$ cat config.mk
export PLATFORM = sky130hd
export DESIGN_NAME = chan_err_inj_flat
export DESIGN_NICKNAME = d
export VERILOG_FILES = /design/src/rtl/chan_err_inj_pkg.sv /design/src/rtl/chan_err_inj_if.sv /design/src/rtl/chan_err_inj_lfsr16.sv /design/src/rtl/chan_err_inj.sv /design/src/flat_wrapper.sv
export SDC_FILE = /design/constraint.sdc
export NUM_CORES = 1
export LEC_CHECK = 0
export CAP_MARGIN = 30
export CORE_ASPECT_RATIO = 1.1
export CORE_MARGIN = 2
export CORE_UTILIZATION = 55
export DETAILED_ROUTE_END_ITERATION = 10
export GPL_TIMING_DRIVEN = 0
export PLACE_DENSITY = 0.8
export SKIP_LAST_GASP = 1
export SYNTH_ARGS = -nofsm -noshare
export SYNTH_HDL_FRONTEND = slang
export SYNTH_SLANG_ARGS = --single-unit
$ cat constraint.sdc
create_clock -name clk -period 2.6 [get_ports clk]
set_input_delay 0.39 -clock clk [delete_from_list [all_inputs] [get_ports clk]]
set_output_delay 0.39 -clock clk [all_outputs]
set_load 0.02 [all_outputs]
$ cat src/rtl/chan_err_inj_pkg.sv
// ============================================================================
// Module   : chan_pkg
// Brief    : Shared types and helpers for the channel error injector.
// Revision : 1.0 - initial release
// ============================================================================
`default_nettype none

package chan_pkg;

    typedef enum logic [1:0] {
        CH_CLEAN    = 2'b00,
        CH_PERIODIC = 2'b01,
        CH_RANDOM   = 2'b10,
        CH_BURST    = 2'b11
    } ch_mode_e;

    typedef enum logic [1:0] {
        ST_IDLE  = 2'b00,
        ST_ARMED = 2'b01,
        ST_BURST = 2'b10,
        ST_DONE  = 2'b11
    } ch_state_e;

    // Fibonacci taps 16,14,13,11 expressed as bit positions 15,13,12,10
    localparam logic [15:0] c_LFSR_TAPS = 16'hB400;

    function automatic logic [15:0] sat_add16(input logic [15:0] a, input logic [1:0] b);
        logic [16:0] w_sum;
        w_sum = {1'b0, a} + {15'd0, b};
        return w_sum[16] ? 16'hFFFF : w_sum[15:0];
    endfunction

    function automatic logic [1:0] popcount2(input logic [1:0] m);
        return {1'b0, m[1]} + {1'b0, m[0]};
    endfunction

endpackage

`default_nettype wire

$ cat src/rtl/chan_err_inj_if.sv
// ============================================================================
// Module   : chan_err_inj_if
// Brief    : Symbol stream between encoder, channel model and decoder.
// Revision : 1.0 - initial release
// ============================================================================
`default_nettype none

interface chan_err_inj_if;
    logic       enable_i;
    logic [1:0] d_in;
    logic       valid_o;
    logic [1:0] d_out;
    logic       err_flag_o;

    modport master (output enable_i, d_in, input valid_o, d_out, err_flag_o);
    modport slave  (input enable_i, d_in, output valid_o, d_out, err_flag_o);
endinterface

`default_nettype wire

$ cat src/rtl/chan_err_inj_lfsr16.sv
// ============================================================================
// Module   : lfsr16
// Brief    : 16-bit Fibonacci LFSR with enable and synchronous reload.
// Revision : 1.0 - initial release
// ============================================================================
`default_nettype none

module lfsr16
    import chan_pkg::*;
#(
    parameter logic [15:0] SEED = 16'hACE1
) (
    input  wire logic        clk,
    input  wire logic        rst,
    input  wire logic        i_reload,
    input  wire logic        i_en,
    output logic [15:0]      o_state
);

    logic [15:0] r_state;

    always_ff @(posedge clk) begin
        if (!rst) begin
            r_state <= SEED;
        end else if (i_reload) begin
            r_state <= SEED;
        end else if (i_en) begin
            r_state <= {r_state[14:0], ^(r_state & c_LFSR_TAPS)};
        end
    end

    assign o_state = r_state;

endmodule

`default_nettype wire

$ cat src/rtl/chan_err_inj.sv
// ============================================================================
// Module   : chan_err_inj
// Brief    : Registers encoder symbols and XOR-corrupts them per a selectable
//            periodic / random / burst pattern inside a bounded window.
// Revision : 1.0 - initial release
// ============================================================================
`default_nettype none

module chan_err_inj
    import chan_pkg::*;
#(
    parameter int          N         = 4,
    parameter int          WINDOW    = 256,
    parameter int          BURST_LEN = 3,
    parameter logic [15:0] SEED      = 16'hACE1
) (
    input  wire logic        clk,
    input  wire logic        rst,
    input  wire logic        start_i,
    input  wire logic [1:0]  mode_i,
    input  wire logic [1:0]  mask_i,
    chan_err_inj_if.slave    sif,
    output logic [15:0]      sym_ct_o,
    output logic [15:0]      err_bit_ct_o,
    output logic             done_o
);

    localparam logic [15:0] c_LOW_MASK  = 16'((1 << N) - 1);
    localparam logic [15:0] c_WIN_LAST  = 16'(WINDOW - 1);
    localparam logic [15:0] c_BURST_REM = 16'(BURST_LEN - 1);

    ch_state_e   r_state, w_state_nxt;
    ch_mode_e    r_mode;
    logic [1:0]  r_mask;
    logic [15:0] r_rem, w_rem_nxt;
    logic [15:0] r_sym_ct, r_err_ct;
    logic        r_valid, r_err_flag;
    logic [1:0]  r_d_out;
    logic [15:0] w_lfsr;
    logic        w_adv, w_corrupt, w_trig_per, w_trig_rnd;

    // A start cycle never consumes a symbol index or an LFSR step
    assign w_adv      = sif.enable_i & ~start_i;
    assign w_trig_per = (r_sym_ct & c_LOW_MASK) == c_LOW_MASK;
    assign w_trig_rnd = (w_lfsr & c_LOW_MASK) == 16'd0;

    lfsr16 #(.SEED(SEED)) u_lfsr (
        .clk      (clk),
        .rst      (rst),
        .i_reload (start_i),
        .i_en     (w_adv),
        .o_state  (w_lfsr)
    );

    always_comb begin
        w_state_nxt = r_state;
        w_rem_nxt   = r_rem;
        w_corrupt   = 1'b0;
        case (r_state)
            ST_ARMED: begin
                if (w_adv) begin
                    case (r_mode)
                        CH_PERIODIC: w_corrupt = w_trig_per;
                        CH_RANDOM:   w_corrupt = w_trig_rnd;
                        CH_BURST: begin
                            if (w_trig_per) begin
                                w_corrupt = 1'b1;
                                if (BURST_LEN > 1) begin
                                    w_state_nxt = ST_BURST;
                                    w_rem_nxt   = c_BURST_REM;
                                end
                            end
                        end
                        default: w_corrupt = 1'b0;
                    endcase
                end
            end
            ST_BURST: begin
                if (w_adv) begin
                    w_corrupt = 1'b1;
                    w_rem_nxt = r_rem - 16'd1;
                    if (r_rem == 16'd1) begin
                        w_state_nxt = ST_ARMED;
                    end
                end
            end
            default: ;
        endcase
        // Last in-window symbol closes the window, truncating any burst
        if (w_adv && (r_state == ST_ARMED || r_state == ST_BURST) && r_sym_ct == c_WIN_LAST) begin
            w_state_nxt = ST_DONE;
        end
        if (start_i) begin
            w_state_nxt = ST_ARMED;
            w_rem_nxt   = 16'd0;
        end
    end

    always_ff @(posedge clk) begin
        if (!rst) begin
            r_state    <= ST_IDLE;
            r_mode     <= CH_CLEAN;
            r_mask     <= 2'b00;
            r_rem      <= 16'd0;
            r_sym_ct   <= 16'd0;
            r_err_ct   <= 16'd0;
            r_valid    <= 1'b0;
            r_err_flag <= 1'b0;
            r_d_out    <= 2'b00;
        end else begin
            r_state    <= w_state_nxt;
            r_rem      <= w_rem_nxt;
            r_valid    <= sif.enable_i;
            r_err_flag <= w_corrupt;
            if (sif.enable_i) begin
                r_d_out <= sif.d_in ^ (w_corrupt ? r_mask : 2'b00);
            end
            if (start_i) begin
                r_mode   <= ch_mode_e'(mode_i);
                r_mask   <= mask_i;
                r_sym_ct <= 16'd0;
                r_err_ct <= 16'd0;
            end else if (w_adv && r_state != ST_IDLE) begin
                r_sym_ct <= sat_add16(r_sym_ct, 2'd1);
                if (w_corrupt) begin
                    r_err_ct <= sat_add16(r_err_ct, popcount2(r_mask));
                end
            end
        end
    end

    assign sif.valid_o    = r_valid;
    assign sif.d_out      = r_d_out;
    assign sif.err_flag_o = r_err_flag;
    assign sym_ct_o       = r_sym_ct;
    assign err_bit_ct_o   = r_err_ct;
    assign done_o         = (r_state == ST_DONE);

endmodule

`default_nettype wire

$ cat src/flat_wrapper.sv
// flat-port wrapper written by rule: the top's interface ports become plain ports
module chan_err_inj_flat import chan_pkg::*;
#(
    parameter int          N         = 4,
    parameter int          WINDOW    = 256,
    parameter int          BURST_LEN = 3,
    parameter logic [15:0] SEED      = 16'hACE1
)
  (clk, rst, start_i, mode_i, mask_i, sym_ct_o, err_bit_ct_o, done_o, sif_enable_i, sif_d_in, sif_valid_o, sif_d_out, sif_err_flag_o);
  chan_err_inj_if sif_i ();
  input  wire logic clk;
  input  wire logic rst;
  input  wire logic start_i;
  input  wire logic [1:0] mode_i;
  input  wire logic [1:0] mask_i;
  output logic [15:0] sym_ct_o;
  output logic [15:0] err_bit_ct_o;
  output logic done_o;
  input wire logic [$bits(sif_i.enable_i)-1:0] sif_enable_i;
  input wire logic [$bits(sif_i.d_in)-1:0] sif_d_in;
  output wire logic [$bits(sif_i.valid_o)-1:0] sif_valid_o;
  output wire logic [$bits(sif_i.d_out)-1:0] sif_d_out;
  output wire logic [$bits(sif_i.err_flag_o)-1:0] sif_err_flag_o;
  assign sif_i.enable_i = sif_enable_i;
  assign sif_i.d_in = sif_d_in;
  assign sif_valid_o = sif_i.valid_o;
  assign sif_d_out = sif_i.d_out;
  assign sif_err_flag_o = sif_i.err_flag_o;
  chan_err_inj #(.N(N), .WINDOW(WINDOW), .BURST_LEN(BURST_LEN), .SEED(SEED)) u_core (.clk(clk), .rst(rst), .start_i(start_i), .mode_i(mode_i), .mask_i(mask_i), .sif(sif_i), .sym_ct_o(sym_ct_o), .err_bit_ct_o(err_bit_ct_o), .done_o(done_o));
endmodule
Yosys cells after proc, flatten, opt, wreduce, memory -nomap -nowiden
Index checks and enable logic that the tools add are counted.
{"block": "op_classes", "addsub": 4, "n_eq_ne": 23, "mux": 21, "bitwise_logic": 4, "n_reduce_logical": 15}
{"op": "2-to-1 mux 16 bit", "n": 6}
{"op": "case mux 16 bit (2 select lines)", "n": 1}
{"op": "adder 16 x 1 -> 17 bit, second input constant", "n": 1}
{"op": "adder 16 x 2 -> 17 bit", "n": 1}
{"op": "equality test 16 x 1 -> 1 bit, second input constant", "n": 1}
{"op": "equality test 16 x 8 -> 1 bit, second input constant", "n": 1}
{"op": "zero test 16 bit", "n": 1}
{"op": "!= test 4 x 3 -> 1 bit, second input constant", "n": 4}
{"op": "parity 16 bit", "n": 1}
{"op": "subtractor 16 x 1 -> 16 bit, second input constant", "n": 1}
{"op": "2-to-1 mux 2 bit", "n": 7}
{"op": "!= test 3 x 2 -> 1 bit, second input constant", "n": 4}
{"op": "AND reduction 6 bit", "n": 2}
{"op": "equality test 2 bit, second input constant", "n": 4}
{"op": "!= test 2 x 1 -> 1 bit, second input constant", "n": 3}
{"op": "AND reduction 5 bit", "n": 1}
{"op": "equality test 2 x 1 -> 1 bit, second input constant", "n": 2}
{"op": "equality test 4 bit, second input constant", "n": 1}
{"op": "2-to-1 mux 1 bit", "n": 4}
{"op": "!= test 4 bit, second input constant", "n": 1}
{"op": "case mux 2 bit (2 select lines)", "n": 1}
{"op": "nonzero test 2 bit", "n": 2}
{"op": "nonzero test 4 bit", "n": 1}
{"op": "logical AND 1 bit", "n": 3}
{"op": "other kinds (12)", "n": 13}
{"block": "word_totals", "reg_bits": 74, "inputBits": 10, "out_inout_bits": 37, "wordCells": 78}

Logic depth before layout (Yosys ltp)
{"block": "depth", "ltp_word": 7, "depth_mapped": 9, "mapped_depth_nobuf": 8}

Cells and area by module
From an unflattened synthesis, not the netlist that was laid out.
{"block": "hier_totals", "cells_unflattened": 401, "area_unflattened_um2": 3602.2}
{"mod": "chan_err_inj", "n_inst": 1, "cells_per_inst": 344, "area_each_um2": 2975.4, "seq_area_each_um2": 1161.1}
{"mod": "lfsr16", "n_inst": 1, "cells_per_inst": 57, "area_each_um2": 626.9, "seq_area_each_um2": 320.3}

Worst setup path after synthesis
Ideal clock, no wire load.
{"block": "synth_timing", "path_kind": "reg2reg", "start": "register u_core.r_state[1]", "end": "register u_core.r_err_ct[13] (netlist: u_core.err_bit_ct_o[13])", "setup_ns": 0.064, "t_arrival_ns": 1.948, "required_time_ns": 2.536, "setup_slack_ns": 0.589, "path_stages_with_launch": 8, "n_path_buf": 0, "synth_period_minus_slack_ns": 2.011, "path_cell_list": "dfxtp_1 -> inv_1 -> ha_1 -> nand4b_1 -> or4_1 -> nor4_1 -> mux2_1 -> nand2_1"}
{"block": "synth_between", "elab_chain_len": 3, "word_cells_on_any_way": 6, "classes_between": "eq/ne: 2; mux: 1; reduce/logical: 3"}
{"item": "start, declared", "line": "chan_err_inj.sv:32", "rtl": "ch_state_e r_state, w_state_nxt;"}
{"item": "start signal, assigned", "line": "chan_err_inj.sv:111", "rtl": "r_state <= w_state_nxt;"}
{"item": "equality test 2 bit (tied with other cells)", "line": "chan_err_inj.sv:59", "rtl": "case (r_state)"}
{"item": "case mux 1 bit (2 select lines) or logical AND 1 bit (tied branches)", "line": "chan_err_inj.sv:59, chan_err_inj.sv:123"}
{"item": "AND reduction 2 bit (no source line) *"}
{"item": "end signal, assigned", "line": "chan_err_inj.sv:126", "rtl": "r_err_ct <= sat_add16(r_err_ct, popcount2(r_mask));"}
{"item": "end, declared", "line": "chan_err_inj.sv:36", "rtl": "logic [15:0] r_sym_ct, r_err_ct;"}
Every way passes the cells marked *; elsewhere a longest branch is shown, timed or not.
A chain may end at the register's enable or synchronous reset.

Final worst setup path
{"block": "layout_timing", "start": "register u_core.r_state[1]", "end": "register u_core.r_err_ct[6] (netlist: u_core.err_bit_ct_o[6])"}
Same word-level chain as after synthesis.

==> flow_summary_export.csv <==
group,metric,value,unit
run_status,outcome,"finished clean",
worst_setup_path,critPathKind,"reg -> reg",
yosys,synth_area_leaders,"dfxtp_1 40%, mux2i_1 5.4%, xnor2_1 5.2%",
drt,vias,3205,
worst_setup_path,crit_buf_inv,1,
yosys,yosys.area_share.simple,0.276,
pwr,p_sw,541,uW
clock_tree,clkTransAtPathRegs,80,ps
global_routing,grt_pass1_vias,3012,
yosys,synth_common_cells,"74 x dfxtp_1, 37 x nor2_1, 33 x nand2_1, 24 x a21oi_1, 22 x xnor2_1",
pwr,total_power,2.33,mW
worst_setup_path,slowest_stage,"nor3_1",
layout,layout-drive-gt1-share,0.0874,
yosys,synth.largest_area_cell,"dfxtp_1",
worst_setup_path,endpoint_kind,"register",
layout,fin_nets,483,
yosys,muxShareOfSynthArea,0.0603,
floorplan,rows,31,
clock_tree,clock_latency,350,ps
yosys,syn_inst,406,
floorplan,die_w,82.2,um
drt,drt_wl_total,8.53,mm
pwr,power_frac_comb,0.059,
drt,drt_iter0_markers,185,
sta,fmax,419,MHz
yosys,synth_seq_area_share,0.401,
floorplan,dieHeight,90.0,um
worst_setup_path,path_max_fanout,7,
sta,max_slew_margin,0.555,
global_routing,overflow,0,
yosys,ys_ff_latch,74,
worst_setup_path,critPathArrivalTime,2660,ps
floorplan,die_area,7390,um2
yosys,synth_cell_types,54,
layout,utilization,0.686,
yosys,synth_most_common_cell,"dfxtp_1",
worst_setup_path,required,2870,ps
sta,rsz0062_at_grt,"false",
drt,wl_per_cell,15.5,um
pwr,sw_frac_of_total,0.232,
yosys,syn_area,3700,um2
worst_hold_path,hp-class,"reg -> reg",
pwr,powerDensity,518,nW/um2
placement,gp_congestion,0.885,
yosys,postSynth.asyncResetShare,0,
pwr,power_frac_clock,0.443,
pwr,leakage,1.55,nW
yosys,synth_top_family_by_area,"simple AND/OR/NAND/NOR gates",
worst_setup_path,crit_top_cell,"nand3_1",
run,drv_cap,0,
global_routing,grt_pass1_wl,14.1,mm
sta,drv_slew,0,
clock_tree,cts_buffers,9,
layout,diodes,0,
sta,setup_viol,0,
drt,antenna_left,0,
clock_tree,cts_setup_buffers,0,
sta,fin_crit,2390,ps
sta,hold_violations,0,
worst_setup_path,crit_family,"simple AND/OR/NAND/NOR gates",
yosys,ys_warn_count,0,
yosys,synth_top_area_share,0.401,
drt,vias_per_cell,5.82,
worst_setup_path,worst_setup_path_start_kind,"register",
placement,numPortBuffers,46,
global_routing,antenna_found_initial,0,
clock_tree,cts_buffer_depth,2,
worst_setup_path,cp_slowest_stage_delay,440,ps
clock_tree,clock-sinks,74,
yosys,synth_compound_area_frac,0.104,
clock_tree,ctsHtreeMaxLevel,3,
layout,syn_to_final_growth,21.7,%
pwr,vdd_drop_max,351,uV
floorplan,pin_count,47,
clock_tree,cts_tree,"yes",
clock_tree,hold_buffers,0,
drt,drc,0,
pwr,internal_power,1.79,mW
sta,worst_clock_skew,15.3,ps
sta,fin_crit_sh,0.919,
clock_tree,cts.repair.resized,0,
yosys,dominantRegCellSynth,"dfxtp_1",
floorplan,start_util,0.564,
yosys,yosys.area_share.adder,0.0325,
yosys,synth_fp_nets,425,
global_routing,grt_max_degree,15,
placement,place_hpwl,6.03,mm
yosys,avgSynthCellArea,9.10,um2
sta,tightest_slew,667,ps
drt,drt_pass1_iterations,4,
yosys,synthXorXnorAreaFrac,0.0900,
global_routing,track_usage,0.241,
worst_setup_path,worstPathCellList,"inv_1 -> ha_1 -> nor3b_4 -> nand3_1 -> nor3_1 -> nand3_1 -> a21oi_1",
pwr,seq_power_share,0.499,
yosys,synth-edff-count,0,
floorplan,core_area,6560,um2
clock_tree,ctsRootBufferMaster,"clkbuf_8",
-- registers in the layout, indices dropped and copies added, names as in the netlist --
| signal | flops |
|---|---|
| u_core.sif.err_flag_o | 1 |
| u_core.sym_ct_o | 16 |
| u_core.u_lfsr.o_state | 16 |
| u_core.r_mask | 2 |
| u_core.sif.valid_o | 1 |
| u_core.err_bit_ct_o | 16 |
| u_core.r_state | 2 |
| u_core.r_rem | 16 |
| u_core.r_mode | 2 |
| u_core.sif.d_out | 2 |
-- cells in the final DEF, fill, tap and decap left out, types with 2 or more instances in the layout --
cell / netlist / layout
a211oi_1: 2 / 2
a21oi_1: 24 / 24
a31oi_1: 10 / 10
and2_1: 2 / 2
and3_1: 4 / 4
and4_1: 7 / 7
buf_2: 6 / 7
buf_4: 2 / 2
bufinv_16: 0 / 2
clkbuf_1: 8 / 8
clkbuf_8: 0 / 10
clkdlybuf4s50_1: 0 / 46
clkinv_4: 0 / 2
dfxtp_1: 74 / 74
ha_1: 8 / 8
inv_1: 12 / 12
mux2_1: 2 / 2
mux2i_1: 20 / 20
nand2_1: 33 / 33
nand2b_1: 5 / 5
nand3_1: 10 / 10
nand3b_1: 3 / 3
nand4_1: 15 / 15
nand4b_1: 6 / 6
nor2_1: 37 / 37
nor2b_1: 9 / 9
nor3_1: 16 / 16
nor4_1: 5 / 5
nor4_2: 5 / 5
nor4_4: 2 / 2
o21ai_0: 7 / 7
o21ai_1: 6 / 6
o311a_1: 2 / 2
or4_1: 4 / 4
xnor2_1: 22 / 22
xor2_1: 16 / 16
-- metrics by stage --
stage	setup TNS (ps)	hold slack, ps	cell area (um2)	instances	setup slack [ps]
2_1_floorplan	0	441	3700	406	589
3_3_place_gp	-309	454	4260	534	-49.8
3_5_place_dp	-791	462	4260	535	-91.2
4_1_cts	0	484	4500	551	264
5_1_grt	0	508	4500	551	60.0
6_report	0	478	4500	551	211
-- power by group through the flow --
stage	Sequential [mW]	Clock, mW	Combinational [mW]
after floorplan	1.19	0	0.0858
after global placement	1.19	0	0.133
after detailed placement	1.19	0	0.136
after CTS	1.16	1.05	0.137
after global routing	1.16	1.09	0.149
final	1.16	1.03	0.137
-- path summary, 6_finish.rpt --
path	startpoint	end	slack, ps	depth (start not counted)
max	u_core.r_state[1]	u_core.err_bit_ct_o[6]	210	7
min reg2reg	u_core.u_lfsr.o_state[6]	u_core.u_lfsr.o_state[6]	480	2
min	u_core.u_lfsr.o_state[6]	u_core.u_lfsr.o_state[6]	480	2
max reg2reg	u_core.r_state[1]	u_core.err_bit_ct_o[6]	210	7
-- worst reg2reg max path: stages, from the launching register on --
cell,delay [ps]
dfxtp_1,420
inv_1,110
ha_1,250
nor3b_4,410
nand3_1,180
nor3_1,440
nand3_1,310
a21oi_1,200
-- cells by family (layout without fill, tap and decap cells) --
group / Yosys count / in the layout
adders and majority gates: 9 / 9
and+or+nand+nor: 173 / 173
xor gates and xnor gates: 38 / 38
DFF: 74 / 74
buffers and inverters: 30 / 93
AOI/OAI and AO/OA: 60 / 60
muxes: 22 / 22
-- per-layer routing --
| metal | GRT usage | vias up | share of wire |
|---|---|---|---|
| li1 | - | 1576 | - |
| met5 | 0 | - | 0 |
| met1 | 0.317 | 1542 | 0.46 |
| met2 | 0.386 | 75 | 0.48 |
| met3 | 0.0622 | 12 | 0.046 |
| met4 | 0.0708 | 0 | 0.012 |
-- cell type report --
type                            instances  area [um2]
Clock inverter                          6        97.6
Buffer                                 18        90.1
Inverter                               12        45.0
Timing Repair Buffer                   47         465
Clock buffer                           10         138
Multi-Input combinational cell        302        2080
Fill cell                             535        2060
Tap cell                               82         103
Sequential cell                        74        1480
No activity file was read; power rests on OpenSTA's default activity.
